<file path="src/rtl/mcycle_seq_muldiv_pkg.sv">
// rtl/mcycle_seq_muldiv_pkg.sv - shared FSM state and op-code definitions for the multi-cycle mul/div unit
package mcycle_seq_muldiv_pkg;

    typedef enum logic [1:0] {
        ST_IDLE      = 2'd0,
        ST_COMPUTING = 2'd1,
        ST_DONE      = 2'd2
    } state_e;

    localparam logic MCOP_MUL = 1'b0;
    localparam logic MCOP_DIV = 1'b1;

endpackage

</file>
<file path="src/rtl/mcycle_seq_muldiv_step.sv">
// rtl/mcycle_seq_muldiv_step.sv - one iteration of shift-add multiply or restoring divide
//
// Ports:
//   op_i  : MCOP_MUL / MCOP_DIV
//   hi_i  : product high half / partial remainder
//   lo_i  : multiplier being shifted out / dividend being shifted out (quotient shifted in)
//   b_i   : multiplicand / divisor
//   hi_o, lo_o : working registers after this iteration
module mcycle_step
    import mcycle_seq_muldiv_pkg::*;
#(
    parameter int WIDTH = 32
) (
    input  logic             op_i,
    input  logic [WIDTH-1:0] hi_i,
    input  logic [WIDTH-1:0] lo_i,
    input  logic [WIDTH-1:0] b_i,
    output logic [WIDTH-1:0] hi_o,
    output logic [WIDTH-1:0] lo_o
);

    logic [WIDTH:0] sum;
    logic [WIDTH:0] rem_sh;
    logic [WIDTH:0] diff;

    always_comb begin
        hi_o   = hi_i;
        lo_o   = lo_i;
        sum    = '0;
        rem_sh = '0;
        diff   = '0;
        if (op_i == MCOP_MUL) begin
            // Carry of the add lands in bit WIDTH and is shifted down into hi.
            sum  = {1'b0, hi_i} + (lo_i[0] ? {1'b0, b_i} : '0);
            hi_o = sum[WIDTH:1];
            lo_o = {sum[0], lo_i[WIDTH-1:1]};
        end else begin
            // Shifted remainder needs WIDTH+1 bits; after the trial subtract
            // or restore it is always below the divisor and fits WIDTH bits.
            rem_sh = {hi_i, lo_i[WIDTH-1]};
            diff   = rem_sh - {1'b0, b_i};
            if (!diff[WIDTH]) begin
                hi_o = diff[WIDTH-1:0];
                lo_o = {lo_i[WIDTH-2:0], 1'b1};
            end else begin
                hi_o = rem_sh[WIDTH-1:0];
                lo_o = {lo_i[WIDTH-2:0], 1'b0};
            end
        end
    end

endmodule

</file>
<file path="src/rtl/mcycle_seq_muldiv.sv">
// rtl/mcycle_seq_muldiv.sv - Start/Busy multi-cycle unsigned multiply/divide unit
//
// Ports:
//   CLK       : clock, rising edge
//   Reset     : asynchronous active-low reset
//   Start     : operation request, sampled only in IDLE
//   MCycleOp  : 0 = multiply, 1 = divide
//   Operand1  : multiplicand / dividend
//   Operand2  : multiplier / divisor
//   Result    : product low half / quotient (registered)
//   ResultHi  : product high half / remainder (registered)
//   Busy      : stall request; high from the request cycle through the last iteration
module mcycle_seq_muldiv
    import mcycle_seq_muldiv_pkg::*;
#(
    parameter  int WIDTH = 32,
    localparam int CNT_W = $clog2(WIDTH)
) (
    input  logic             CLK,
    input  logic             Reset,
    input  logic             Start,
    input  logic             MCycleOp,
    input  logic [WIDTH-1:0] Operand1,
    input  logic [WIDTH-1:0] Operand2,
    output logic [WIDTH-1:0] Result,
    output logic [WIDTH-1:0] ResultHi,
    output logic             Busy
);

    localparam logic [CNT_W-1:0] CNT_LAST = CNT_W'(WIDTH - 1);

    state_e           state_q, state_d;
    logic [CNT_W-1:0] cnt_q, cnt_d;
    logic             op_q, op_d;
    logic [WIDTH-1:0] b_q, b_d;
    logic [WIDTH-1:0] hi_q, hi_d;
    logic [WIDTH-1:0] lo_q, lo_d;
    logic [WIDTH-1:0] res_q, res_d;
    logic [WIDTH-1:0] res_hi_q, res_hi_d;
    logic [WIDTH-1:0] step_hi, step_lo;
    logic             busy_raw;

    mcycle_step #(.WIDTH(WIDTH)) u_step (
        .op_i (op_q),
        .hi_i (hi_q),
        .lo_i (lo_q),
        .b_i  (b_q),
        .hi_o (step_hi),
        .lo_o (step_lo)
    );

    always_comb begin
        state_d  = state_q;
        cnt_d    = cnt_q;
        op_d     = op_q;
        b_d      = b_q;
        hi_d     = hi_q;
        lo_d     = lo_q;
        res_d    = res_q;
        res_hi_d = res_hi_q;
        busy_raw = 1'b0;
        case (state_q)
            ST_IDLE: begin
                // Stall must reach the core in the same cycle it asks.
                busy_raw = Start;
                if (Start) begin
                    op_d    = MCycleOp;
                    hi_d    = '0;
                    cnt_d   = '0;
                    // lo holds the operand consumed bit by bit, b the one added/subtracted.
                    b_d     = (MCycleOp == MCOP_MUL) ? Operand1 : Operand2;
                    lo_d    = (MCycleOp == MCOP_MUL) ? Operand2 : Operand1;
                    state_d = ST_COMPUTING;
                end
            end
            ST_COMPUTING: begin
                busy_raw = 1'b1;
                hi_d     = step_hi;
                lo_d     = step_lo;
                if (cnt_q == CNT_LAST) begin
                    res_d    = step_lo;
                    res_hi_d = step_hi;
                    state_d  = ST_DONE;
                end else begin
                    cnt_d = cnt_q + 1'b1;
                end
            end
            ST_DONE: begin
                state_d = ST_IDLE;
            end
            default: begin
                state_d = ST_IDLE;
            end
        endcase
    end

    always_ff @(posedge CLK or negedge Reset) begin
        if (!Reset) begin
            state_q  <= ST_IDLE;
            cnt_q    <= '0;
            op_q     <= MCOP_MUL;
            b_q      <= '0;
            hi_q     <= '0;
            lo_q     <= '0;
            res_q    <= '0;
            res_hi_q <= '0;
        end else begin
            state_q  <= state_d;
            cnt_q    <= cnt_d;
            op_q     <= op_d;
            b_q      <= b_d;
            hi_q     <= hi_d;
            lo_q     <= lo_d;
            res_q    <= res_d;
            res_hi_q <= res_hi_d;
        end
    end

    assign Busy     = Reset & busy_raw;
    assign Result   = res_q;
    assign ResultHi = res_hi_q;

endmodule

</file>
<file path="config.mk">
export PLATFORM = sky130hd
export DESIGN_NAME = mcycle_seq_muldiv
export DESIGN_NICKNAME = d
export VERILOG_FILES = /design/src/rtl/mcycle_seq_muldiv_pkg.sv /design/src/rtl/mcycle_seq_muldiv_step.sv /design/src/rtl/mcycle_seq_muldiv.sv
export SDC_FILE = /design/constraint.sdc
export NUM_CORES = 1
export LEC_CHECK = 0
export CAP_MARGIN = 10
export CORE_UTILIZATION = 45
export DETAILED_ROUTE_END_ITERATION = 8
export DONT_BUFFER_PORTS = 1
export PLACE_DENSITY = 0.59
export SLEW_MARGIN = 20
export SYNTH_ARGS = -nofsm -noshare
export SYNTH_HDL_FRONTEND = slang
export SYNTH_SLANG_ARGS = --single-unit
</file>
<file path="constraint.sdc">
create_clock -name CLK -period 7.1 [get_ports CLK]
set_input_delay 1.065 -clock CLK [delete_from_list [all_inputs] [get_ports CLK]]
set_output_delay 1.065 -clock CLK [all_outputs]
set_load 0.005 [all_outputs]
</file>
==> results.toml, run 1 <==
[setup_path]
path_max_fanout = 34
start_kind = "register"
critical_path_class = "register to register"
path_delay_family = "compound AO/OA/AOI/OAI gates"
required_ns = 7.45
crit_slowest_cell = "dfrtp_1"
slowest_delay_ns = 0.98
cp_num_buf_inv = 0
worstPathCellList = "and2_1 > ha_1 > fa_1 > a211oi_1 > o21ai_0 > a31oi_1 > o21ba_2 > o21ai_0 > a211oi_1 > o211ai_1 > a21boi_0 > mux2i_1 > o21ai_0"
crit_path_end_kind = "register"
arrival_ns = 4.81
crit_path_frequent_cell = "o21ai_0"

[grt]
track_usage = 0.2381
grt_max_degree = 170
grt_pass1_vias = 8782
grt_antenna_before_repair = 0
grt_remaining_overflow = 0
grt_pass1_wl_microns = 48720

[route]
routed_wl_microns = 30450
drc = 0
dr.pass1.iters = 5
ant_nets = 0
via_per_inst = 5.761
wl_per_cell_microns = 18.91
routed-via-count = 9276
first_iter_violations = 608

[cts]
cts_buffers = 17
cts_hold_buf = 0
h-tree-depth = 4
cts_tree = "built"
clock_path_buffers = 2
clk_pin_slew_ns = 0.08
numClockSinks = 168
post_cts_buffers = 0
root_buffer = "clkbuf_16"
cts_resized = 0
worst_skew_pair.late_latency_ns = 0.45

[yosys]
synth_edf_count = 0
synthCells = 1312
synth_xor_area_frac = 0.04400
netlist_area_sq_um = 11550
ys_seq_area_frac = 0.3641
ys.flop_type = "dfrtp_1"
muxShareOfSynthArea = 0.1135
yosys.area_share.simple = 0.1506
ys_ff_latch = 168
synthAdderAreaFrac = 0.07499
syn_nets = 1448
yosys_warnings = 0
synth_compound_area_frac = 0.2122
synth_top_family_by_area = "compound AO/OA/AOI/OAI gates"
syn-mean-instance-area_sq_um = 8.800
synth_cell_types = 70
synthArstFlopShare = 1.000

[sta]
rsz0062_at_grt = "no"
period_share = 0.6282
hold_viol = 0
min_period_ns = 4.461
fin_hold_ws_ns = 0.3220
fmax_mhz = 224.2
fin_tns_setup_ns = 0
setup_violations = 0
timing.slew.headroom = 0.3412
drv_slew = 0
tightest_slew_ns = 0.9882
skew_ns = 0.01566

[placed_design]
place_area_sq_um = 11750
hpwl_microns = 21680
place_congestion = 0.8851
portBuffers = 0

[power]
power.density_nw_per_um2 = 589.2
ir_worst_vdd_uv = 270.8
leakage_nw = 5.690

[job]
drv_cap = 0

[floorplanning]
dieArea_sq_um = 26300
initial_core_util = 0.4585
ios = 133
die_h_microns = 162.2
rows = 58
coreArea_sq_um = 25180
fp.dieW_microns = 162.2

[cells_and_area]
final_cell_area_sq_um = 12370
syn_to_final_growth_pct = 7.152
drive_gt1_frac = 0.05391
fillers = 2441
fin_util = 0.4913
nets = 1403
num_antenna_cells = 0
multi_input_area_sq_um = 6897
seqCellArea_sq_um = 4208

[status]
status = "finished clean"

[min_path]
hp-class = "primary input to async pin"
==> where the power goes <==
group	internal, W	switching (W)	leakage (nW)	total, W
clock network	0.000478	0.000484	0.295	0.000962
logic	0.00188	0.00255	3.23	0.00442
registers	0.00140	0.000505	2.16	0.00191
total	0.00375	0.00353	5.69	0.00729
==> metal layers <==
metal | vias up | routed length [microns] | track usage
met2 | 240 | 13430 | 0.3627
met4 | 0 | 432 | 0.06089
met3 | 32 | 1903 | 0.04571
met5 | - | 0 | 0
met1 | 4402 | 14690 | 0.3447
li1 | 4602 | - | -
==> cell type report <==
type / count / share of cell area
multi-input cells: 1027 / 0.5574
flip-flops and latches: 168 / 0.3401
clock buffers: 17 / 0.03439
well taps: 330 / 0.03337
clock inverters: 15 / 0.01396
inverters: 45 / 0.01365
repair buffers: 8 / 0.007079
==> sequential cells by signal (all words and copies together) (netlist names) <==
name and flops:
ResultHi 32, Result 32, b_q 32, hi_q 32
lo_q 32, cnt_q 5, state_q 2, op_q 1
==> kinds of logic after synthesis <==
| logic type | after synthesis |
|---|---|
| compound gates | 383 |
| flops | 168 |
| mux | 130 |
| xor+xnor | 58 |
| buf+inv | 117 |
| simple gates | 388 |
| fa+ha+maj | 68 |
==> Yosys cell counts (6+ instances only) <==
library cell  instances  area share
a21oi_1              63       0.027
nor3_1               12      0.0052
a211o_1               6      0.0046
nand2_1             206       0.067
nand2b_1             17      0.0092
o21ai_0             113       0.049
nor2_1               67       0.022
nor2b_1               6      0.0033
a31oi_1               8      0.0043
o221ai_1             33       0.025
buf_2                 8      0.0035
nand4_1              14      0.0076
xor2_1               21       0.016
nand3_1              12      0.0052
mux2_2                6      0.0059
o21bai_1             12      0.0078
ha_1                 66       0.072
mux2i_1             123        0.11
and2_1               37       0.020
xnor2_1              37       0.028
o211ai_1             11      0.0072
clkbuf_1             55       0.018
dfrtp_1             168        0.36
a21o_1               36       0.023
o21ai_1              47       0.020
inv_1                44       0.014
==> per-stage QoR <==
stage / std cells / power [W] / setup slack, ns
final: 1610 / 0.007289 / 2.639
after floorplan: 1312 / 0.005278 / 3.764
after global routing: 1610 / 0.007934 / 2.320
after global placement: 1576 / 0.006220 / 2.757
after CTS: 1609 / 0.007285 / 2.564
after detailed placement: 1577 / 0.006309 / 2.589
==> placed cells by master (no fill, tap or decap), types with 14 or more instances in the layout <==
cell type | synthesis | layout
clkbuf_16 | 0 | 17
a21oi_1 | 63 | 63
nand2b_1 | 17 | 16
ha_1 | 66 | 66
mux2i_1 | 123 | 123
xor2_1 | 21 | 21
and2_1 | 37 | 37
dfrtp_1 | 168 | 167
inv_1 | 44 | 44
nand4_1 | 14 | 14
xnor2_1 | 37 | 37
o21ai_0 | 113 | 113
nor2_1 | 67 | 67
o21ai_1 | 47 | 47
o221ai_1 | 33 | 33
nand2_1 | 206 | 204
a21o_1 | 36 | 36
==> worst paths after layout <==
kind / cells after the start / slack (ns) / from / endpoint
setup / recovery: 13 / 2.64 / lo_q[0] / ResultHi[31]
hold reg to reg: 2 / 0.50 / b_q[30] / b_q[30]
hold / removal: 0 / 0.32 / Reset / ResultHi[9]
min in group CLK: 2 / 0.50 / b_q[30] / b_q[30]
max in group asynchronous: 0 / 6.32 / Reset / hi_q[12]
setup reg to reg: 13 / 2.64 / lo_q[0] / ResultHi[31]
(Power assumes the default switching activity.)
==> inputs of run 2 (changes only) <==
clock period = 4.4 ns   (was 7.1 ns; I/O delays follow)
==> results.toml, run 2 (same netlist as run 1, synthesis figures left out) <==
[cells_and_area]
seqCellArea_sq_um = 4208
final_cell_area_sq_um = 12380
syn_to_final_growth_pct = 7.217
layout_commonest_cell = "nand2_1"
nets = 1406
fillers = 2424
multi_input_area_sq_um = 6897
drive_gt1_frac = 0.05534
fin_util = 0.4916
layout_common_cells = "nand2_1, dfrtp_1, mux2i_1"

[floorplanning]
dieArea_sq_um = 26300
rows = 58
ios = 133
coreArea_sq_um = 25180
die_h_microns = 162.2
initial_core_util = 0.4585
fp.dieW_microns = 162.2

[setup_path]
r2r-end = "hi_q[31]"
crit_path_end_kind = "register"
path_max_fanout = 32
start_kind = "register"
arrival_ns = 4.06
critical_path_class = "register to register"
reg2reg_depth = 14
crit_start = "lo_q[0]"
reg2reg_from = "lo_q[0]"
required_ns = 4.68
r2r_setup_slack_ns = 0.62

[route]
routed-via-count = 9231
wl_per_cell_microns = 18.80
ant_nets = 0
drc = 0
dr.pass1.iters = 5
via_per_inst = 5.719
routed_wl_microns = 30350
first_iter_violations = 546

[placed_design]
portBuffers = 0
place_congestion = 0.9063
place_ws_ns = 0.6713
hpwl_microns = 21800
place_area_sq_um = 11770

[power]
power.density_nw_per_um2 = 949.0
leakage_nw = 5.696
total_power_w = 0.01175
ir_worst_vdd_uv = 407.1

[sta]
period_share = 0.8597
worst_slack_ns = 0.6173
min_period_ns = 3.783
fmax_mhz = 264.4
drv_slew = 0
fin_hold_ws_ns = -0.07813
fin_tns_setup_ns = 0
timing.slew.headroom = 0.4632
skew_ns = 0.01178
setup_violations = 0
tightest_slew_ns = 0.8051
hold_viol = 76
rsz0062_at_grt = "no"

[status]
status = "complete, but fails checks"
violations = "negative hold slack"

[cts]
post_cts_buffers = 0
cts_buffers = 17
h-tree-depth = 4
clock_path_buffers = 2
cts_tree = "built"
cts_resized = 0
numClockSinks = 168
worst_skew_pair.late_latency_ns = 0.44
clk_pin_slew_ns = 0.08
root_buffer = "clkbuf_16"

[grt]
grt_max_degree = 170
grt_pass1_wl_microns = 48560
track_usage = 0.2359
grt_antenna_before_repair = 0
grt_remaining_overflow = 0
grt_pass1_vias = 8820

[min_path]
hp-class = "primary input to async pin"

[job]
drv_cap = 0
## run 2: worst max path at each step
stage               depth (start not counted)  slack (ns)       end
floorplan                                  14        1.06  hi_q[31]
global placement                           14        0.76  hi_q[31]
detailed placement                         14        0.67  hi_q[31]
CTS                                        14        0.64  hi_q[31]
global route                               14        0.35  hi_q[31]
finish                                     14        0.62  hi_q[31]
## run 2: power by group
part	total (W)	leakage (nW)	internal (W)	switching, W
sequential	0.00308	2.16	0.00226	0.000820
clock	0.00155	0.293	0.000773	0.000781
combinational	0.00711	3.24	0.00302	0.00409
total	0.0117	5.70	0.00605	0.00569
## run 2: cell type report
type,instances,area share
Sequential cell,168,0.3399
Clock inverter,14,0.01415
Multi-Input combinational cell,1027,0.5571
Antenna cell,1,0.0002021
Tap cell,330,0.03335
Inverter,45,0.01364
Timing Repair Buffer,11,0.006974
Clock buffer,18,0.03467
## run 2: metal layers
metal  part of all wire  wire (microns)  vias to the layer above  GRT usage
met1               0.49           14790                     4386     0.3395
met4              0.013             384                        0    0.05446
met5                  0               0                        -          0
li1                   -               -                     4593          -
met2               0.44           13490                      221     0.3664
met3              0.056            1689                       31    0.04239
## run 2: worst max-delay path, stage by stage, from the launching register on
cell and delay, ns:
dfrtp_1 0.39, buf_4 0.23, and2_1 0.21, fa_1 0.47
a211oi_1 0.31, o21ai_0 0.23, a31oi_1 0.29, o21ba_2 0.20
o21ai_0 0.09, buf_4 0.17, a211oi_1 0.37, o211ai_1 0.19
a21boi_0 0.18, a22oi_1 0.18, o21ai_0 0.12
## run 2: metrics by stage
| stage | hold WS, ns | instances |
|---|---|---|
| 2_1_floorplan | 0.3644 | 1312 |
| 3_3_place_gp | 0.3715 | 1581 |
| 3_5_place_dp | 0.3727 | 1581 |
| 4_1_cts | -0.1031 | 1613 |
| 5_1_grt | -0.1040 | 1613 |
| 6_report | -0.07813 | 1614 |
